[config.mk]
export PLATFORM = sky130hd
export DESIGN_NAME = prim_reqack_arb
export DESIGN_NICKNAME = d
export VERILOG_FILES = /design/src/rtl/prim_reqack_arb_pkg.sv /design/src/rtl/prim_reqack_arb_rr.sv /design/src/rtl/prim_reqack_arb.sv
export SDC_FILE = /design/constraint.sdc
export NUM_CORES = 1
export LEC_CHECK = 0
export BUFFER_PORTS_ARGS = -buffer_cell sky130_fd_sc_hd__buf_2
export CAP_MARGIN = 20
export CORE_MARGIN = 2
export CORE_UTILIZATION = 52
export CTS_BUF_LIST = sky130_fd_sc_hd__clkbuf_2 sky130_fd_sc_hd__clkbuf_4 sky130_fd_sc_hd__clkbuf_8
export DETAILED_ROUTE_END_ITERATION = 10
export GPL_ROUTABILITY_DRIVEN = 0
export PLACE_DENSITY_LB_ADDON = 0.3
export SLEW_MARGIN = 20
export SYNTH_ARGS = -nofsm -noshare
export SYNTH_HDL_FRONTEND = slang
export SYNTH_SLANG_ARGS = --single-unit
[constraint.sdc]
create_clock -name clk_i -period 1.8 [get_ports clk_i]
set_input_delay 0.09 -clock clk_i [delete_from_list [all_inputs] [get_ports clk_i]]
set_output_delay 0.09 -clock clk_i [all_outputs]
set_load 0.02 [all_outputs]
[src/rtl/prim_reqack_arb_pkg.sv]
// Shared types and helpers for the req/ack arbiter.
package prim_reqack_arb_pkg;

    // Arbiter FSM: IDLE picks a grantee, ACTIVE waits for the downstream ack.
    typedef enum logic {
        IDLE   = 1'b0,
        ACTIVE = 1'b1
    } arb_state_e;

    // Width needed to hold values 0..n-1, never less than one bit.
    function automatic int width_of(input int n);
        return (n > 1) ? $clog2(n) : 1;
    endfunction

endpackage

[src/rtl/prim_reqack_arb_rr.sv]
// Round-robin pick: first set request at or after rr_ptr, wrapping at NumReq-1.
module prim_reqack_arb_rr
    import prim_reqack_arb_pkg::*;
#(
    parameter  int NumReq = 4,
    localparam int IdxW   = width_of(NumReq)
) (
    input  logic [NumReq-1:0] req,
    input  logic [IdxW-1:0]   rr_ptr,
    output logic              valid,
    output logic [IdxW-1:0]   idx
);

    localparam logic [IdxW:0] NumReqW = (IdxW+1)'(NumReq);

    logic [NumReq-1:0] req_rot;  // req rotated so rr_ptr lands on bit 0
    logic [IdxW:0]     off;      // winning offset from rr_ptr
    logic [IdxW:0]     sum;      // rr_ptr + off, before wrapping

    assign req_rot = NumReq'({req, req} >> rr_ptr);

    // Priority-encode the rotated vector: lowest offset wins.
    always_comb begin
        // NOTE: combinational blocks use blocking '=' so later statements see
        // earlier results (valid gates the remaining loop iterations).
        valid = 1'b0;
        off   = '0;
        for (int i = 0; i < NumReq; i++) begin
            if (!valid && req_rot[i]) begin
                valid = 1'b1;
                off   = (IdxW+1)'(i);
            end
        end
    end

    assign sum = {1'b0, rr_ptr} + off;
    assign idx = (sum >= NumReqW) ? IdxW'(sum - NumReqW) : IdxW'(sum);

endmodule

[src/rtl/prim_reqack_arb.sv]
// Round-robin arbiter funnelling NumReq level requesters onto one req/ack
// synchronizer, with a status-only watchdog on the outstanding handshake.
module prim_reqack_arb
    import prim_reqack_arb_pkg::*;
#(
    parameter  int NumReq        = 4,
    parameter  int TimeoutCycles = 1024,
    localparam int IdxW          = width_of(NumReq),
    localparam int CntW          = width_of(TimeoutCycles + 1)
) (
    input  logic              clk_i,
    input  logic              rst_ni,
    input  logic [NumReq-1:0] req_i,
    output logic [NumReq-1:0] ack_o,
    output logic              sync_req_o,
    input  logic              sync_ack_i,
    output logic [IdxW-1:0]   gnt_idx_o,
    output logic              busy_o,
    output logic              timeout_o
);

    localparam logic [CntW-1:0] WdMax   = CntW'(TimeoutCycles);
    localparam logic [IdxW-1:0] LastIdx = IdxW'(NumReq - 1);

    arb_state_e      state;
    logic [IdxW-1:0] gnt_idx;
    logic [IdxW-1:0] rr_ptr;
    logic [CntW-1:0] wd_cnt;

    logic            pick_valid;
    logic [IdxW-1:0] pick_idx;
    logic            done;        // downstream handshake completes this cycle

    prim_reqack_arb_rr #(
        .NumReq (NumReq)
    ) u_rr (
        .req    (req_i),
        .rr_ptr (rr_ptr),
        .valid  (pick_valid),
        .idx    (pick_idx)
    );

    // sync_ack_i only matters while a handshake is outstanding.
    assign done = (state == ACTIVE) && sync_ack_i;

    // FSM: grant in IDLE, hold the downstream request until acked, run watchdog.
    always_ff @(posedge clk_i or negedge rst_ni) begin
        // NOTE: flops use non-blocking '<=' so every register samples the
        // pre-edge values regardless of statement order.
        if (!rst_ni) begin
            state   <= IDLE;
            gnt_idx <= '0;
            rr_ptr  <= '0;
            wd_cnt  <= '0;
        end else begin
            case (state)
                IDLE: begin
                    if (pick_valid) begin
                        gnt_idx <= pick_idx;
                        wd_cnt  <= '0;
                        state   <= ACTIVE;
                    end
                end
                ACTIVE: begin
                    if (wd_cnt != WdMax) begin
                        wd_cnt <= wd_cnt + CntW'(1);
                    end
                    if (sync_ack_i) begin
                        state  <= IDLE;
                        rr_ptr <= (gnt_idx == LastIdx) ? '0 : gnt_idx + IdxW'(1);
                    end
                end
                default: state <= IDLE;
            endcase
        end
    end

    // Forward the downstream ack to the grantee, but only if it still asks.
    always_comb begin
        // NOTE: the default assignment first keeps this block latch-free.
        ack_o = '0;
        if (done) begin
            ack_o[gnt_idx] = req_i[gnt_idx];
        end
    end

    assign sync_req_o = (state == ACTIVE);
    assign busy_o     = (state == ACTIVE);
    assign gnt_idx_o  = gnt_idx;
    assign timeout_o  = (TimeoutCycles != 0) && (state == ACTIVE) && (wd_cnt == WdMax);

endmodule

# == After elaboration in Yosys (flattened, before gate mapping) ==
# Index checks and enable logic that the tools add are counted.
# totals
output_inout_bits,9
elab_cells,51
register_bits,16
in_bits,7
# classes
muxes,20
n_shift,1
magnitude_cmp,3
bitwise,2
add_sub_neg,4
reduce_logical,12
eq_ne,5
# op_table
cell,n
$mux W11,2
$pmux W11 S2,1
$add A11 B1 Y11 const B,1
$eq A11 B11 Y1 const B,1
$ne A11 B11 Y1 const B,1
$mux W1,9
$mux W2,4
$shr A8 B2 Y4,1
$logic_and A1 B1 Y1,6
$reduce_and A2 Y1,3
$and A4 B4 Y4,1
$mux W4,1
$add A2 B2 Y3,1
$ge A3 B3 Y1 const B,1
$logic_not A1 Y1,3
$lt A2 B3 Y1 const B,1
$add A2 B1 Y2 const B,1
$bmux W1 S2,1
$demux W1 S2,1
$eq A2 B2 Y1 const B,1
$ge A2 B1 Y1 const B,1
$ne A2 B1 Y1 const B,1
$ne A2 B2 Y1 const B,1
$pmux W1 S2,1
2 further kinds,2

# == Longest topological paths before layout ==
# logic_depth
depth_word,14
ltp_mapped,9
ltp_nobuf,8

# == Modules after synthesis ==
# A second synthesis with hierarchy kept.
# unflattened
cells_unflattened,122
area_unflattened_um2,1163.6
# by_module_without_submodules
mod,cells_each,area_each_um2,instances,seq_area_each_um2
prim_reqack_arb,94,973.4,1,400.4
prim_reqack_arb_rr,28,190.2,1,0.0

# == Worst setup path after synthesis ==
# No wires, ideal clock.
# synth_path
kind,reg-to-reg
start,register rr_ptr[1]
end,"register gnt_idx[1], in the netlist gnt_idx_o[1]"
path_slack_ps,102
arrival_time_ps,1560
synth_period_minus_slack_ps,1698
path_stages_with_launch,9
setup_time_ps,137
required_time_ps,1663
path_cell_list,dfrtp_1 clkbuf_1 o21ai_0 a21oi_1 o31a_1 ha_1 xnor2_1 xnor2_1 a21oi_1
# synth_via
elab_chain_len,14
word_cells_on_any_way,19
# synth_lines
element,line,source
"start, declared",prim_reqack_arb.sv:27,logic [IdxW-1:0] rr_ptr;
"start signal, assigned",prim_reqack_arb.sv:70,rr_ptr <= (gnt_idx == LastIdx) ? '0 : gnt_idx + IdxW'(1);
$shr A8 B2 Y4,prim_reqack_arb_rr.sv:20,"assign req_rot = NumReq'({req, req} >> rr_ptr);"
$mux W1,prim_reqack_arb_rr.sv:29,if (!valid && req_rot[i]) begin
$logic_not A1 Y1,prim_reqack_arb_rr.sv:29,
$logic_and A1 B1 Y1,prim_reqack_arb_rr.sv:29,
$mux W1,prim_reqack_arb_rr.sv:29,
$logic_not A1 Y1,prim_reqack_arb_rr.sv:29,
$logic_and A1 B1 Y1,prim_reqack_arb_rr.sv:29,
$mux W1,prim_reqack_arb_rr.sv:29,
$logic_not A1 Y1,prim_reqack_arb_rr.sv:29,
$logic_and A1 B1 Y1,prim_reqack_arb_rr.sv:29,
$mux W2,prim_reqack_arb_rr.sv:29,
$add A2 B2 Y3,prim_reqack_arb_rr.sv:36,"assign sum = {1'b0, rr_ptr} + off;"
$ge A3 B3 Y1 / $sub A2 B1 Y2 (equally long branches),prim_reqack_arb_rr.sv:37,assign idx = (sum >= NumReqW) ? IdxW'(sum - NumReqW) : IdxW'(sum);
$mux W2,prim_reqack_arb_rr.sv:37,
"end signal, assigned",prim_reqack_arb.sv:59,gnt_idx <= pick_idx;
"end, declared",prim_reqack_arb.sv:26,logic [IdxW-1:0] gnt_idx;
# Several ways; a longest one is shown, not always the timed one.
# A chain may end at the register's enable or synchronous reset.

# == Worst setup path in the final report ==
# layout_path
start,"register gnt_idx[0], in the netlist gnt_idx_o[0]"
end,output ack_o[1]
# layout_via
elab_chain_len,6
word_cells_on_any_way,9
# layout_lines
element,line,source
$lt A2 B3 Y1 (implied by the code) / $ge A2 B1 Y1 (equally long branches),prim_reqack_arb.sv:83,ack_o[gnt_idx] = req_i[gnt_idx];
$logic_and A1 B1 Y1 (implied by the code),prim_reqack_arb.sv:83,
$mux W1 (implied by the code),prim_reqack_arb.sv:83,
$demux W1 S2,prim_reqack_arb.sv:83,
$and A4 B4 Y4 (no line) *,-,
$mux W4 *,prim_reqack_arb.sv:82,if (done) begin
"end, declared",prim_reqack_arb.sv:14,"output logic [NumReq-1:0] ack_o,"
# Every way passes the cells marked *; elsewhere a longest branch is shown, timed or not. The select of a mux whose other input is x is not followed.

==> flow_metrics.tcl <==
set metrics [dict create \
    p_leak_nw 0.595 \
    antenna_cells 0 \
    worstMarginPinSlew_ps 672 \
    synth_top_area_share_pct 37.6 \
    first_iter_violations 25 \
    fmax_mhz 585 \
    p_int_uw 862 \
    dr.pass1.iters 4 \
    synth-seq-cells 16 \
    syn_area_per_cell_sq_um 9.58 \
    p_sw_uw 528 \
    area_delta_synth_final_pct 18.9 \
    synth_edf_count 0 \
    relSlewSlack_pct 55.1 \
    ys_types 36 \
    fp-row-count 16 \
    outcome "complete, no violations" \
    grt_first_pass_wirelength_microns 3900 \
    fin_crit_sh_pct 95.0 \
    yosysSeqAreaShare_pct 37.6 \
    fillers 165 \
    cp-start-kind "register" \
    synthCells 111 \
    clock_path_buffers 2 \
    vdd_ir_drop_max_mv 0.516 \
    ant_nets 0 \
    grtUsageTotal_pct 21.0 \
    critPathArrivalTime_ps 1620 \
    cts_made_buffers 3 \
    yosys_most_used_dff "dfrtp_1" \
    crit_required_ps 1710 \
    cts.sinks 16 \
    grt_use_met1_pct 25.2 \
    num_vias 919 \
    drv_slew 0 \
    ys_top_cells_by_count "dfrtp_1, nor2_1, ha_1, inv_1" \
    grt_pass1_vias 895 \
    dp_hpwl_microns 1760 \
    die_w_microns 49.2 \
    synth_largest_area_cell "dfrtp_1" \
    hold_viol 0 \
    hold_path.class "in2async" \
    finalSetupTns_ps 0 \
    syn_area_sq_um 1060 \
    setup_viol 0 \
    drive_gt1_share_pct 25.0 \
    async_reset_ff_share_pct 100 \
    critPathSlowestCell "mux4_2" \
    clkPwrFrac_pct 17.2 \
    p_per_area_nw_per_um2 1100 \
    synth_nets 125 \
    cp_cell_sequence "mux4_2, nor2b_4, and2_1, buf_2" \
    globalRouteOverflowTotal 0 \
    drc_errors 0 \
    grt_busiest_layer "met2" \
    met2_usage_pct 37.4 \
    antenna_found_initial 0 \
    num-nets-final 147 \
    rsz0062_at_grt "no" \
    wl_per_cell_microns 14.7 \
    portBuffers 15 \
    fin_worst_skew_ps 2.33 \
    initial_utilization_pct 54.8 \
    p_seq_share_pct 37.7 \
    io_pins 16 \
    die_area_sq_um 2420 \
    met3_usage_pct 3.68 \
    cts_tree "yes" \
    htree_levels 1 \
    fin_crit_ps 1710 \
    synth.most_common_cell "dfrtp_1" \
    ys_top_cells_by_area "dfrtp_1, ha_1, xor2_1" \
    wl_microns 2340 \
    grt_max_degree 17 \
    swShare_pct 38.0 \
    endpoint_kind "primary output" \
    slowest_delay_ps 500 \
    die_y_microns 49.2 \
    routed_via_density 5.78 \
    core_sq_um 1940 \
    worstPathMaxFanout 4 \
    hold_ws_ps 236 \
    ys.warnings.count 0 \
    clock_latency_ps 290 \
    drv_cap 0 \
    clk_pin_slew_worst_paths_ps 90 \
    crit_type "reg2out" \
    power_frac_comb_pct 45.1 \
    root_buffer "clkbuf_4" \
]
## metal layers
layer	share of wire [%]	routed length, microns
met5	0	0
met2	51	1190
met4	0.99	23
met1	45	1050
met3	3.2	74
## critical path: cells and delay by family (launching register included)
family / cells / cell delay [ps]
mux: 1 / 500
flops: 1 / 380
simple gates: 2 / 300
buf+inv: 1 / 150
## cell usage in the layout (no fill, tap or decap), types with 3 or more instances in the layout
cell,netlist,layout
clkbuf_4,0,3
ha_1,7,7
nand2_1,6,6
and2_1,4,4
nand4_1,4,4
xor2_1,6,6
nor2_1,9,9
a21oi_1,6,6
inv_1,7,7
o2111ai_1,3,3
buf_4,1,5
buf_2,0,15
dfrtp_1,16,15
## logic make-up after synthesis
logic type	count (synthesis)	synth area share, %
and+or+nand+nor	43	23.9
AOI/OAI and AO/OA	22	14.4
DFF	16	37.6
buffers and inverters	12	5.29
xor gates and xnor gates	9	7.41
adders and majority gates	7	8.23
muxes	2	3.18
## final timing paths
kind	startpoint	end	slack [ps]	cells after the start
min in group clk_i	req_i[1]	busy_o$_DFF_PN0_	340	4
worst min-delay path	rst_ni	busy_o$_DFF_PN0_	240	2
worst max-delay path	gnt_idx_o[0]$_DFFE_PN0P_	ack_o[1]	90	4
worst min register to register	busy_o$_DFF_PN0_	busy_o$_DFF_PN0_	570	1
max in group asynchronous	rst_ni	gnt_idx_o[0]$_DFFE_PN0P_	1270	2
worst max register to register	rr_ptr[1]$_DFFE_PN0P_	gnt_idx_o[1]$_DFFE_PN0P_	110	7
## sequential cells by signal (all words and copies together) (netlist names)
| signal | count |
|---|---|
| gnt_idx_o | 2 |
| wd_cnt | 11 |
| busy_o | 1 |
| rr_ptr | 2 |
## power by group through the flow
stage	Clock (mW)	Sequential (mW)	Combinational [mW]
final	0.239	0.525	0.626
after global routing	0.267	0.536	0.696
after CTS	0.249	0.521	0.592
after detailed placement	0	0.538	0.558
after global placement	0	0.528	0.528
after floorplan	0	0.544	0.369
## through the flow
| stage | instances | area [sq um] | util [%] | power (mW) | setup slack, ps |
|---|---|---|---|---|---|
| final | 159 | 1260 | 65.1 | 1.39 | 89.5 |
| after global routing | 159 | 1260 | 65.1 | 1.50 | 0.568 |
| after CTS | 159 | 1240 | 63.7 | 1.36 | 37.2 |
| after detailed placement | 152 | 1170 | 60.4 | 1.10 | 100 |
| after global placement | 152 | 1170 | 60.4 | 1.06 | 206 |
| after floorplan | 111 | 1060 | - | 0.913 | 102 |
## cell type report
type	instances	area, sq um	share of cell area [%]
inverter	7	26.3	2.08
tap	27	33.8	2.67
timing repair buffer	22	133	10.5
sequential	16	402	31.8
clock buffer	4	36.3	2.87
multi-input combinational	83	634	50.1
## what timing repair did
item                       4_1_cts  5_1_grt
hold endpoints to repair        17        0
setup endpoints to repair        4        4
gates cloned                     0        0
setup buffers                    1        0
hold buffers                     2        0
pin swaps                        0        0
resized for setup                1        5
(Power assumes the default switching activity.)
